$ cat src/rtl/tdc_pkg.sv
// ---------------------------------------------------------------------------
// tdc_pkg
// Shared definitions for the TDC readout path: default parameter values for
// the readout arbiter, the arbiter FSM state encoding, and a small index
// wrap helper used for the round-robin pointer.
// No ports (package).
// ---------------------------------------------------------------------------
package tdc_pkg;

    localparam int DEF_NCH     = 2;
    localparam int DEF_CNT_W   = 16;
    localparam int DEF_TIMEOUT = 1048575;

    typedef enum logic [1:0] {
        ST_IDLE        = 2'd0,
        ST_GRANT       = 2'd1,
        ST_WAIT_CH     = 2'd2,
        ST_WAIT_PC_LOW = 2'd3
    } state_t;

    // v + 1, wrapping to 0 when it reaches n.
    function automatic int wrap_inc(input int v, input int n);
        return (v + 1 >= n) ? 0 : v + 1;
    endfunction

endpackage

$ cat src/rtl/readout_arbiter_rr_pick.sv
// ---------------------------------------------------------------------------
// rr_pick
// Combinational round-robin picker: returns the first asserted request at or
// after ptr, wrapping from NCH-1 back to 0.
// Ports:
//   req   in  NCH    request vector
//   ptr   in  SEL_W  highest-priority index for this pick
//   valid out 1      at least one request is set
//   idx   out SEL_W  chosen index (0 when valid is low)
// ---------------------------------------------------------------------------
module rr_pick #(
    parameter int NCH   = 2,
    parameter int SEL_W = 1
) (
    input  logic [NCH-1:0]   req,
    input  logic [SEL_W-1:0] ptr,
    output logic             valid,
    output logic [SEL_W-1:0] idx
);

    always_comb begin
        logic [SEL_W-1:0] cand;
        valid = 1'b0;
        idx   = '0;
        cand  = '0;
        // Scan from the farthest offset down to ptr itself so the closest
        // requester (lowest offset) is the last one written and wins.
        for (int off = NCH - 1; off >= 0; off--) begin
            cand = SEL_W'((int'(ptr) + off) % NCH);
            if (req[cand]) begin
                valid = 1'b1;
                idx   = cand;
            end
        end
    end

endmodule

$ cat src/rtl/readout_arbiter.sv
// ---------------------------------------------------------------------------
// readout_arbiter
// Shares one PC readout handshake between NCH data channels. A ready channel
// is granted round-robin, its index is exported on ch_sel to steer the shared
// DPRAM read mux, and the four-phase handshake is relayed between the PC and
// the granted channel.
//
// Handshake (four-phase, level based):
//   channel raises ch_ready[k] -> arbiter grants k, raises pc_ready
//   PC raises pc_ack           -> arbiter drops pc_ready, raises ch_ack[k]
//   channel drops ch_ready[k]  -> arbiter drops ch_ack[k], counts the frame
//   PC drops pc_ack            -> arbiter returns to IDLE, pointer moves past k
//
// Ports:
//   SYSCLK      in  1          clock, rising edge
//   RESET       in  1          asynchronous, active-high reset
//   enable      in  1          allow new grants (never aborts a transaction)
//   ch_ready    in  NCH        per-channel frame-ready level
//   ch_ack      out NCH        per-channel acknowledge (at most one high)
//   pc_ready    out 1          frame-ready flag towards the PC
//   pc_ack      in  1          PC acknowledge, asynchronous to SYSCLK
//   ch_sel      out SEL_W      granted channel index
//   busy        out 1          FSM not in IDLE
//   timeout_err out 1          sticky: PC failed to acknowledge a grant
//   frame_count out NCH*CNT_W  completed frames, channel k at [k*CNT_W +: CNT_W]
//   state_dbg   out 2          current FSM state, for observation only
// ---------------------------------------------------------------------------
module readout_arbiter
    import tdc_pkg::*;
#(
    parameter int NCH     = DEF_NCH,
    parameter int CNT_W   = DEF_CNT_W,
    parameter int TIMEOUT = DEF_TIMEOUT,
    parameter int SEL_W   = (NCH > 1) ? $clog2(NCH) : 1
) (
    input  logic                 SYSCLK,
    input  logic                 RESET,
    input  logic                 enable,
    input  logic [NCH-1:0]       ch_ready,
    output logic [NCH-1:0]       ch_ack,
    output logic                 pc_ready,
    input  logic                 pc_ack,
    output logic [SEL_W-1:0]     ch_sel,
    output logic                 busy,
    output logic                 timeout_err,
    output logic [NCH*CNT_W-1:0] frame_count,
    output state_t               state_dbg
);

    localparam int TMO_W = (TIMEOUT > 1) ? $clog2(TIMEOUT + 1) : 1;

    state_t           state_q, state_d;
    logic [SEL_W-1:0] sel_q, sel_d;
    logic [SEL_W-1:0] rr_ptr_q, rr_ptr_d;
    logic [TMO_W-1:0] tmo_cnt_q, tmo_cnt_d;
    logic             timeout_err_q, timeout_err_d;
    logic             ack_s1_q, ack_s2_q;
    logic [NCH-1:0]   count_en;
    logic             pick_valid;
    logic [SEL_W-1:0] pick_idx;
    logic [SEL_W-1:0] sel_next;

    rr_pick #(
        .NCH   (NCH),
        .SEL_W (SEL_W)
    ) u_rr_pick (
        .req   (ch_ready),
        .ptr   (rr_ptr_q),
        .valid (pick_valid),
        .idx   (pick_idx)
    );

    assign sel_next = SEL_W'(wrap_inc(int'(sel_q), NCH));

    // pc_ack comes from the IPbus clock domain.
    always_ff @(posedge SYSCLK or posedge RESET) begin
        if (RESET) begin
            ack_s1_q <= 1'b0;
            ack_s2_q <= 1'b0;
        end else begin
            ack_s1_q <= pc_ack;
            ack_s2_q <= ack_s1_q;
        end
    end

    always_ff @(posedge SYSCLK or posedge RESET) begin
        if (RESET) begin
            state_q       <= ST_IDLE;
            sel_q         <= '0;
            rr_ptr_q      <= '0;
            tmo_cnt_q     <= '0;
            timeout_err_q <= 1'b0;
        end else begin
            state_q       <= state_d;
            sel_q         <= sel_d;
            rr_ptr_q      <= rr_ptr_d;
            tmo_cnt_q     <= tmo_cnt_d;
            timeout_err_q <= timeout_err_d;
        end
    end

    always_comb begin
        state_d       = state_q;
        sel_d         = sel_q;
        rr_ptr_d      = rr_ptr_q;
        tmo_cnt_d     = '0;
        timeout_err_d = timeout_err_q;
        count_en      = '0;

        unique case (state_q)
            ST_IDLE: begin
                if (enable && pick_valid) begin
                    sel_d   = pick_idx;
                    state_d = ST_GRANT;
                end
            end
            ST_GRANT: begin
                // A withdrawn frame takes precedence: nothing was read, so
                // the same channel keeps its priority.
                if (!ch_ready[sel_q]) begin
                    state_d = ST_IDLE;
                end else if (ack_s2_q) begin
                    state_d = ST_WAIT_CH;
                end else if (tmo_cnt_q == TMO_W'(TIMEOUT - 1)) begin
                    timeout_err_d = 1'b1;
                    rr_ptr_d      = sel_next;
                    state_d       = ST_IDLE;
                end else begin
                    tmo_cnt_d = tmo_cnt_q + TMO_W'(1);
                end
            end
            ST_WAIT_CH: begin
                if (!ch_ready[sel_q]) begin
                    count_en[sel_q] = 1'b1;
                    state_d         = ST_WAIT_PC_LOW;
                end
            end
            ST_WAIT_PC_LOW: begin
                if (!ack_s2_q) begin
                    rr_ptr_d = sel_next;
                    state_d  = ST_IDLE;
                end
            end
            default: state_d = ST_IDLE;
        endcase
    end

    // Outputs decode the state register only, so an asynchronous RESET
    // clears them in the same cycle.
    always_comb begin
        ch_ack = '0;
        if (state_q == ST_WAIT_CH) begin
            ch_ack[sel_q] = 1'b1;
        end
    end

    assign pc_ready    = (state_q == ST_GRANT);
    assign busy        = (state_q != ST_IDLE);
    assign ch_sel      = sel_q;
    assign timeout_err = timeout_err_q;
    assign state_dbg   = state_q;

    for (genvar k = 0; k < NCH; k++) begin : g_cnt
        logic [CNT_W-1:0] cnt_q;
        always_ff @(posedge SYSCLK or posedge RESET) begin
            if (RESET) begin
                cnt_q <= '0;
            end else if (count_en[k]) begin
                cnt_q <= cnt_q + CNT_W'(1);
            end
        end
        assign frame_count[k*CNT_W +: CNT_W] = cnt_q;
    end

endmodule

$ cat config.mk
export PLATFORM = sky130hd
export DESIGN_NAME = readout_arbiter
export DESIGN_NICKNAME = d
export VERILOG_FILES = /design/src/rtl/tdc_pkg.sv /design/src/rtl/readout_arbiter_rr_pick.sv /design/src/rtl/readout_arbiter.sv
export SDC_FILE = /design/constraint.sdc
export NUM_CORES = 1
export LEC_CHECK = 0
export CAP_MARGIN = 20
export CORE_MARGIN = 4
export CORE_UTILIZATION = 53
export CTS_BUF_LIST = sky130_fd_sc_hd__clkbuf_8 sky130_fd_sc_hd__clkbuf_16
export CTS_CLUSTER_DIAMETER = 100
export DETAILED_ROUTE_END_ITERATION = 7
export HOLD_SLACK_MARGIN = 0.06
export PLACE_DENSITY = 0.79
export SLEW_MARGIN = 20
export SYNTH_ARGS = -nofsm -noshare
export SYNTH_HDL_FRONTEND = slang
export SYNTH_SLANG_ARGS = --single-unit
$ cat constraint.sdc
create_clock -name SYSCLK -period 2.2 [get_ports SYSCLK]
set_input_delay 0.66 -clock SYSCLK [delete_from_list [all_inputs] [get_ports SYSCLK]]
set_output_delay 0.66 -clock SYSCLK [all_outputs]
set_load 0.1 [all_outputs]
==> results of run 1 <==
## cell type report
type / count / share of cell area (%)
flip-flops and latches: 59 / 38.04
inverters: 11 / 1.158
well taps: 70 / 2.251
repair buffers: 52 / 21.29
multi-input cells: 185 / 32.28
clock buffers: 10 / 3.537
clock inverters: 6 / 1.447
## routing by layer
metal | vias to the layer above | global-route usage, % | wire length, um
li1 | 1027 | - | -
met1 | 1031 | 28.02 | 2640
met2 | 40 | 30.79 | 2722
met3 | 4 | 6.278 | 249
met4 | 0 | 6.419 | 65
met5 | - | 0 | 0
## final timing paths
path                                        startpoint                             to  slack [ns]
worst max-delay path                         flip-flop                      ch_ack[0]        0.15
worst min-delay path                ack_s1_q$_DFF_PP0_             ack_s2_q$_DFF_PP0_        0.35
worst max register to register  tmo_cnt_q[2]$_DFF_PP0_       state_dbg[0]$_DFFE_PP0P_        0.46
worst min register to register      ack_s1_q$_DFF_PP0_             ack_s2_q$_DFF_PP0_        0.35
max in group asynchronous                        RESET             ch_sel$_DFFE_PP0P_        1.24
min in group asynchronous                        RESET  g_cnt[0].cnt_q[1]$_DFFE_PP0P_        0.70
## per-stage QoR
step                hold slack (ns)  util [%]  power, mW
global placement             0.3374     72.34      3.266
global route                 0.3846     76.19      4.402
floorplan                    0.3312         -      2.599
detailed placement           0.3363     72.34      3.283
CTS                          0.3511     76.14      4.261
finish                       0.3514     76.19      4.234
## state kept, by name (all words and copies together) (netlist names), named ones only
register and flops:
rr_ptr_q 1, ack_s1_q 1, g_cnt.cnt_q 32, state_dbg 1, timeout_err 1, ack_s2_q 1
tmo_cnt_q 20, ch_sel 1
## cells in the final DEF (no fill, tap or decap), types with 2 or more instances in the layout
| master | instances |
|---|---|
| clkbuf_8 | 10 |
| clkinvlp_4 | 2 |
| o21ai_0 | 9 |
| or3_2 | 2 |
| clkinv_2 | 3 |
| inv_1 | 10 |
| nor2b_1 | 2 |
| dfrtp_2 | 3 |
| xnor2_1 | 22 |
| buf_12 | 34 |
| and4_1 | 9 |
| mux2_2 | 3 |
| nor2_1 | 22 |
| ha_1 | 4 |
| nand4_1 | 17 |
| o31ai_1 | 2 |
| and2_1 | 2 |
| and3_1 | 5 |
| buf_4 | 13 |
| nand3_1 | 15 |
| xor2_1 | 19 |
| dfrtp_1 | 56 |
| nand2_1 | 16 |
| clkdlybuf4s50_1 | 5 |
| nor3_1 | 5 |
| a21oi_1 | 8 |
| or3_1 | 4 |
## repair_timing
item                       CTS  global route
setup buffers                0             0
setup endpoints to repair    0             1
gates resized for setup      0             1
## worst max-delay path: stages (launching register included)
cell     delay, ns
dfrtp_2       0.55
nor3b_4       0.30
buf_12        0.21
## cell families (layout without fill, tap and decap cells)
logic type | Yosys count | after routing | share of synthesized area (%)
simple gates | 112 | 112 | 22.95
flops | 59 | 59 | 52.68
xor+xnor | 41 | 41 | 12.81
compound gates | 24 | 24 | 4.911
buf+inv | 20 | 79 | 3.304
fa+ha+maj | 4 | 4 | 1.786
mux | 4 | 4 | 1.562
## power by group through the flow
| stage | registers, mW | clock network [mW] | logic (mW) |
|---|---|---|---|
| floorplan | 1.95 | 0 | 0.651 |
| global route | 1.48 | 1.04 | 1.89 |
| finish | 1.45 | 0.958 | 1.83 |
| global placement | 1.46 | 0 | 1.81 |
| CTS | 1.45 | 0.978 | 1.84 |
| detailed placement | 1.46 | 0 | 1.83 |
==> impl_metrics.py, run 1 <==
metrics = {
    "status": {
        "status": "finished clean",
    },
    "clock_network": {
        "clockRootBuffer": "clkbuf_8",
        "ctsHoldBuffers": 0,
        "clock_latency_ns": 0.33,
        "h-tree-depth": 3,
        "cts_sinks": 59,
        "cts.path.max_buffers": 2,
        "clk_pin_slew_ns": 0.07,
        "tritoncts": "yes",
        "cts_buffers": 9,
    },
    "yosys": {
        "yosysWarnings": 0,
        "synth-edff-count": 0,
        "synthDistinctLibCells": 38,
        "ys_ff_latch": 59,
        "syn-cell-area_sq_um": 2803,
        "syn_area_per_cell_sq_um": 10.62,
        "synthCells": 264,
        "synth_async_sr_flop_share_pct": 100.0,
        "yosys-top-cells-count": "dfrtp_1 (59), nor2_1 (23), xnor2_1 (22), xor2_1 (19), nand4_1 (17)",
        "synthFlopType": "dfrtp_1",
        "synth_most_common_cell": "dfrtp_1",
        "mappedNetlistNets": 274,
        "yosysSeqAreaShare_pct": 52.68,
        "synthTopCellsByArea": "dfrtp_1 (53%), xnor2_1 (6.9%), xor2_1 (5.9%)",
        "synth_top_area_cell": "dfrtp_1",
        "yosysTopAreaCellShare_pct": 52.68,
    },
    "floorplanning": {
        "start_util_pct": 54.88,
        "design.core.area_sq_um": 5107,
        "die_w_um": 80.72,
        "fp-row-count": 26,
        "ioPinCount": 46,
        "dieArea_sq_um": 6516,
        "die_h_um": 80.72,
    },
    "global_route": {
        "grt_first_pass_wirelength_mm": 10.06,
        "grt_max_degree": 60,
        "grt_pass1_vias": 2153,
        "antenna_found_initial": 0,
        "grt_overflow": 0,
        "track_usage_pct": 20.33,
    },
    "worst_setup_path": {
        "path_class": "reg -> out",
        "arrival_ns": 1.39,
        "required_ns": 1.54,
        "ff2ff_path_depth": 5,
        "end_kind": "output port",
        "startpoint_type": "flip-flop",
        "critPathMaxFanout": 12,
    },
    "power": {
        "vdd_ir_drop_max_v": 0.001428,
        "clkPwrFrac_pct": 22.6,
        "p_seq_share_pct": 34.2,
        "switching_share_pct": 43.37,
        "intPower_mw": 2.398,
        "p_leak_nw": 1.682,
        "power_density_nw_per_um2": 1088,
        "p_switching_mw": 1.836,
        "combinationalPowerShare_pct": 43.1,
    },
    "timing": {
        "hold_viol": 0,
        "layout_setup_ws_ns": 0.1540,
        "slew_violations": 0,
        "period_share_pct": 93.00,
        "rsz0062_at_grt": "no",
        "fmax_ghz": 0.4888,
        "fin_setup_tns_ns": 0,
        "max_slew_margin_pct": 76.70,
        "fin_crit_ns": 2.046,
        "finClkSkew_ns": 0.008777,
        "tightest_slew_ns": 0.3496,
        "setup_viol": 0,
    },
    "final_layout": {
        "multi_input_area_sq_um": 1256,
        "antenna_cells": 0,
        "stdcell_count": 393,
        "layout-drive-gt1-share_pct": 25.39,
        "area_delta_synth_final_pct": 38.84,
        "regArea_sq_um": 1480,
        "fillCellCount": 337,
        "nets": 328,
        "final_area_sq_um": 3891,
    },
    "route": {
        "drc": 0,
        "drt-total-wl_mm": 5.678,
        "vias_per_cell": 5.349,
        "drtIter0Drc": 122,
        "via_count": 2102,
        "ant_nets": 0,
        "drtPass1Iterations": 4,
        "wire_per_inst_um": 14.45,
    },
    "placed_design": {
        "dp.cells": 377,
        "io_buffers": 45,
        "place.gp.congestion": 0.8262,
        "place_hpwl_mm": 4.009,
        "post_dp_cell_area_sq_um": 3695,
        "pre_cts_ws_ns": -0.007259,
    },
    "hold_path": {
        "hold_path.class": "reg -> reg",
        "whs_path_depth": 0,
    },
    "flow_run": {
        "drv_cap": 0,
    },
}
Note: power is estimated with default switching activity, not from simulation.
==> inputs of run 2 (changes only) <==
--- a/config.mk
+++ b/config.mk
@@ -5,14 +5,15 @@
 export SDC_FILE = /design/constraint.sdc
 export NUM_CORES = 1
 export LEC_CHECK = 0
+export ABC_AREA = 1
 export CAP_MARGIN = 20
 export CORE_MARGIN = 4
-export CORE_UTILIZATION = 53
+export CORE_UTILIZATION = 54
 export CTS_BUF_LIST = sky130_fd_sc_hd__clkbuf_8 sky130_fd_sc_hd__clkbuf_16
 export CTS_CLUSTER_DIAMETER = 100
 export DETAILED_ROUTE_END_ITERATION = 7
 export HOLD_SLACK_MARGIN = 0.06
-export PLACE_DENSITY = 0.79
+export PLACE_DENSITY = 0.8
 export SLEW_MARGIN = 20
 export SYNTH_ARGS = -nofsm -noshare
 export SYNTH_HDL_FRONTEND = slang
==> run 2 against run 1 <==
Area after synthesis up 10%; routed wire length up 19%; largest power group unchanged; global-route usage about the same; via count up 22%; worst hold slack better by 0.0078 ns.
==> impl_metrics.py, run 2 <==
metrics = {
    "yosys": {
        "synth-edff-count": 0,
        "yosysWarnings": 0,
        "synthDistinctLibCells": 33,
        "yosysTopAreaCellShare_pct": 47.91,
        "syn_area_per_cell_sq_um": 8.397,
        "mappedNetlistNets": 377,
        "yosys-top-cells-count": "nand2_1 (93), dfrtp_1 (59), nor2_1 (49), inv_1 (45), nand3_1 (19)",
        "synthCells": 367,
        "syn-cell-area_sq_um": 3082,
        "synthFlopType": "dfrtp_1",
        "synth_top_area_cell": "dfrtp_1",
        "synth_most_common_cell": "nand2_1",
        "yosysSeqAreaShare_pct": 47.91,
        "synth_async_sr_flop_share_pct": 100.0,
        "synthTopCellsByArea": "dfrtp_1 (48%), nand2_1 (11%), nor2_1 (6.0%)",
        "ys_ff_latch": 59,
    },
    "clock_network": {
        "tritoncts": "yes",
        "cts_sinks": 59,
        "cts.path.max_buffers": 2,
        "clk_pin_slew_ns": 0.07,
        "h-tree-depth": 3,
        "ctsResizeCount": 0,
        "ctsHoldBuffers": 0,
        "clock_latency_ns": 0.34,
        "clockRootBuffer": "clkbuf_8",
        "cts_buffers": 9,
        "post_cts_buffers": 0,
    },
    "flow_run": {
        "drv_cap": 0,
    },
    "timing": {
        "tightest_slew_ns": 0.4178,
        "fmax_ghz": 0.4910,
        "whs_ns": 0.3592,
        "finClkSkew_ns": 0.006884,
        "fin_setup_tns_ns": 0,
        "setup_viol": 0,
        "layout_setup_ws_ns": 0.1635,
        "max_slew_margin_pct": 72.11,
        "period_share_pct": 92.57,
        "fin_crit_ns": 2.036,
        "slew_violations": 0,
        "rsz0062_at_grt": "no",
        "hold_viol": 0,
    },
    "floorplanning": {
        "dieArea_sq_um": 6980,
        "fp-row-count": 27,
        "ioPinCount": 46,
        "die_h_um": 83.55,
        "start_util_pct": 55.96,
        "die_w_um": 83.55,
        "design.core.area_sq_um": 5507,
    },
    "placed_design": {
        "io_buffers": 45,
        "dp.cells": 488,
        "place_hpwl_mm": 5.189,
        "pre_cts_ws_ns": -0.02124,
        "place.gp.congestion": 0.8399,
        "post_dp_cell_area_sq_um": 3986,
    },
    "global_route": {
        "track_usage_pct": 20.37,
        "busiest_layer": "met2",
        "use_met1_pct": 24.14,
        "grt_pass1_vias": 2529,
        "grt_first_pass_wirelength_mm": 11.46,
        "antenna_found_initial": 0,
        "met2_usage_pct": 33.02,
        "grt_max_degree": 20,
        "use_met3_pct": 7.799,
        "grt_overflow": 0,
    },
    "route": {
        "drc": 0,
        "ant_nets": 0,
        "wire_per_inst_um": 13.37,
        "vias_per_cell": 5.091,
        "drt-total-wl_mm": 6.736,
        "drtPass1Iterations": 6,
        "drtIter0Drc": 140,
        "via_count": 2566,
    },
    "final_layout": {
        "antenna_cells": 0,
        "nets": 437,
        "final_common_cell": "nand2_1",
        "fillCellCount": 356,
        "final_util_pct": 76.05,
        "area_delta_synth_final_pct": 35.89,
        "mostFrequentLayoutCells": "nand2_1 (92), dfrtp_1 (56), nor2_1 (49), inv_1 (44), buf_12 (34)",
        "regMostFlops": "g_cnt.cnt_q",
        "largest_reg_flops": 32,
        "layout-drive-gt1-share_pct": 21.76,
        "final_area_sq_um": 4188,
        "stdcell_count": 504,
        "reg_top3": "g_cnt.cnt_q (32), tmo_cnt_q (20)",
    },
    "worst_setup_path": {
        "path_class": "reg -> out",
        "required_ns": 1.54,
        "end_kind": "output port",
        "arrival_ns": 1.38,
        "critPathMaxFanout": 5,
        "startpoint_type": "flip-flop",
    },
    "status": {
        "status": "finished clean",
    },
    "power": {
        "vdd_ir_drop_max_v": 0.0008756,
        "p_leak_nw": 2.006,
        "power_density_nw_per_um2": 989.2,
        "power.total_mw": 4.143,
    },
    "hold_path": {
        "hold_path.class": "reg -> reg",
    },
}
-- run 2: changes by cell type after synthesis, moves of 6 or more --
cell	before	now
nor2_4	0	6
nand2_1	16	93
inv_1	11	45
nand4_1	17	8
xnor2_1	22	13
and4_1	9	0
nor2_1	23	49
buf_2	8	0
nor3_1	5	13
-- run 2: final timing paths --
path | startpoint | end | slack, ns | cells past startpoint
worst max-delay path | flip-flop | pc_ready | 0.16 | 4
worst min-delay path | ack_s1_q$_DFF_PP0_ | ack_s2_q$_DFF_PP0_ | 0.36 | 0
worst max register to register | tmo_cnt_q[0]$_DFF_PP0_ | tmo_cnt_q[19]$_DFF_PP0_ | 0.42 | 11
worst min register to register | ack_s1_q$_DFF_PP0_ | ack_s2_q$_DFF_PP0_ | 0.36 | 0
max in group asynchronous | RESET | g_cnt[0].cnt_q[10]$_DFFE_PP0P_ | 0.99 | 3
min in group asynchronous | RESET | rr_ptr_q$_DFFE_PP0P_ | 0.63 | 2
-- run 2: where the power goes --
group	internal (mW)	leakage (nW)	switching, mW
logic	0.573	1.11	1.22
clock network	0.557	0.110	0.419
registers	1.19	0.783	0.180
-- run 2: cell type report --
cell class,instances,area (sq um),area share (%)
repair buffers,50,813.3,19.42
inverters,49,192.7,4.601
flip-flops and latches,59,1480,35.35
well taps,72,90.09,2.151
clock buffers,14,192.7,4.601
multi-input cells,258,1410,33.67
clock inverters,2,8.758,0.2091
-- run 2: per-layer routing --
metal | wire length (um) | vias to the layer above | part of all wire [%]
li1 | - | 1270 | -
met1 | 2886 | 1220 | 43
met2 | 3320 | 60 | 49
met3 | 394 | 16 | 5.8
met4 | 134 | 0 | 2.0
met5 | 0 | - | 0
-- run 2: cells by family (layout without fill, tap and decap cells) --
kind of cell | Yosys count | in the layout | share of synthesized area, %
adders and majority gates | 4 | 4 | 1.624
AOI/OAI and AO/OA | 16 | 16 | 3.248
and+or+nand+nor | 209 | 209 | 32.56
DFF | 59 | 59 | 47.91
xor gates and xnor gates | 29 | 29 | 8.242
buffers and inverters | 50 | 115 | 6.415
-- run 2: critical path: stages (launching register included) --
cell and delay, ns:
dfrtp_2 0.46, inv_1 0.16, nand2_1 0.11, clkinvlp_4 0.12, buf_12 0.17
==> inputs of run 3 (changes only) <==
--- a/config.mk
+++ b/config.mk
@@ -6,6 +6,7 @@
 export NUM_CORES = 1
 export LEC_CHECK = 0
 export ABC_AREA = 1
+export ABC_CLOCK_PERIOD_IN_PS = 2200
 export CAP_MARGIN = 20
 export CORE_MARGIN = 4
 export CORE_UTILIZATION = 54
==> results of run 3 <==
The final DEF is identical to that of run 2; final timing and power are the same.
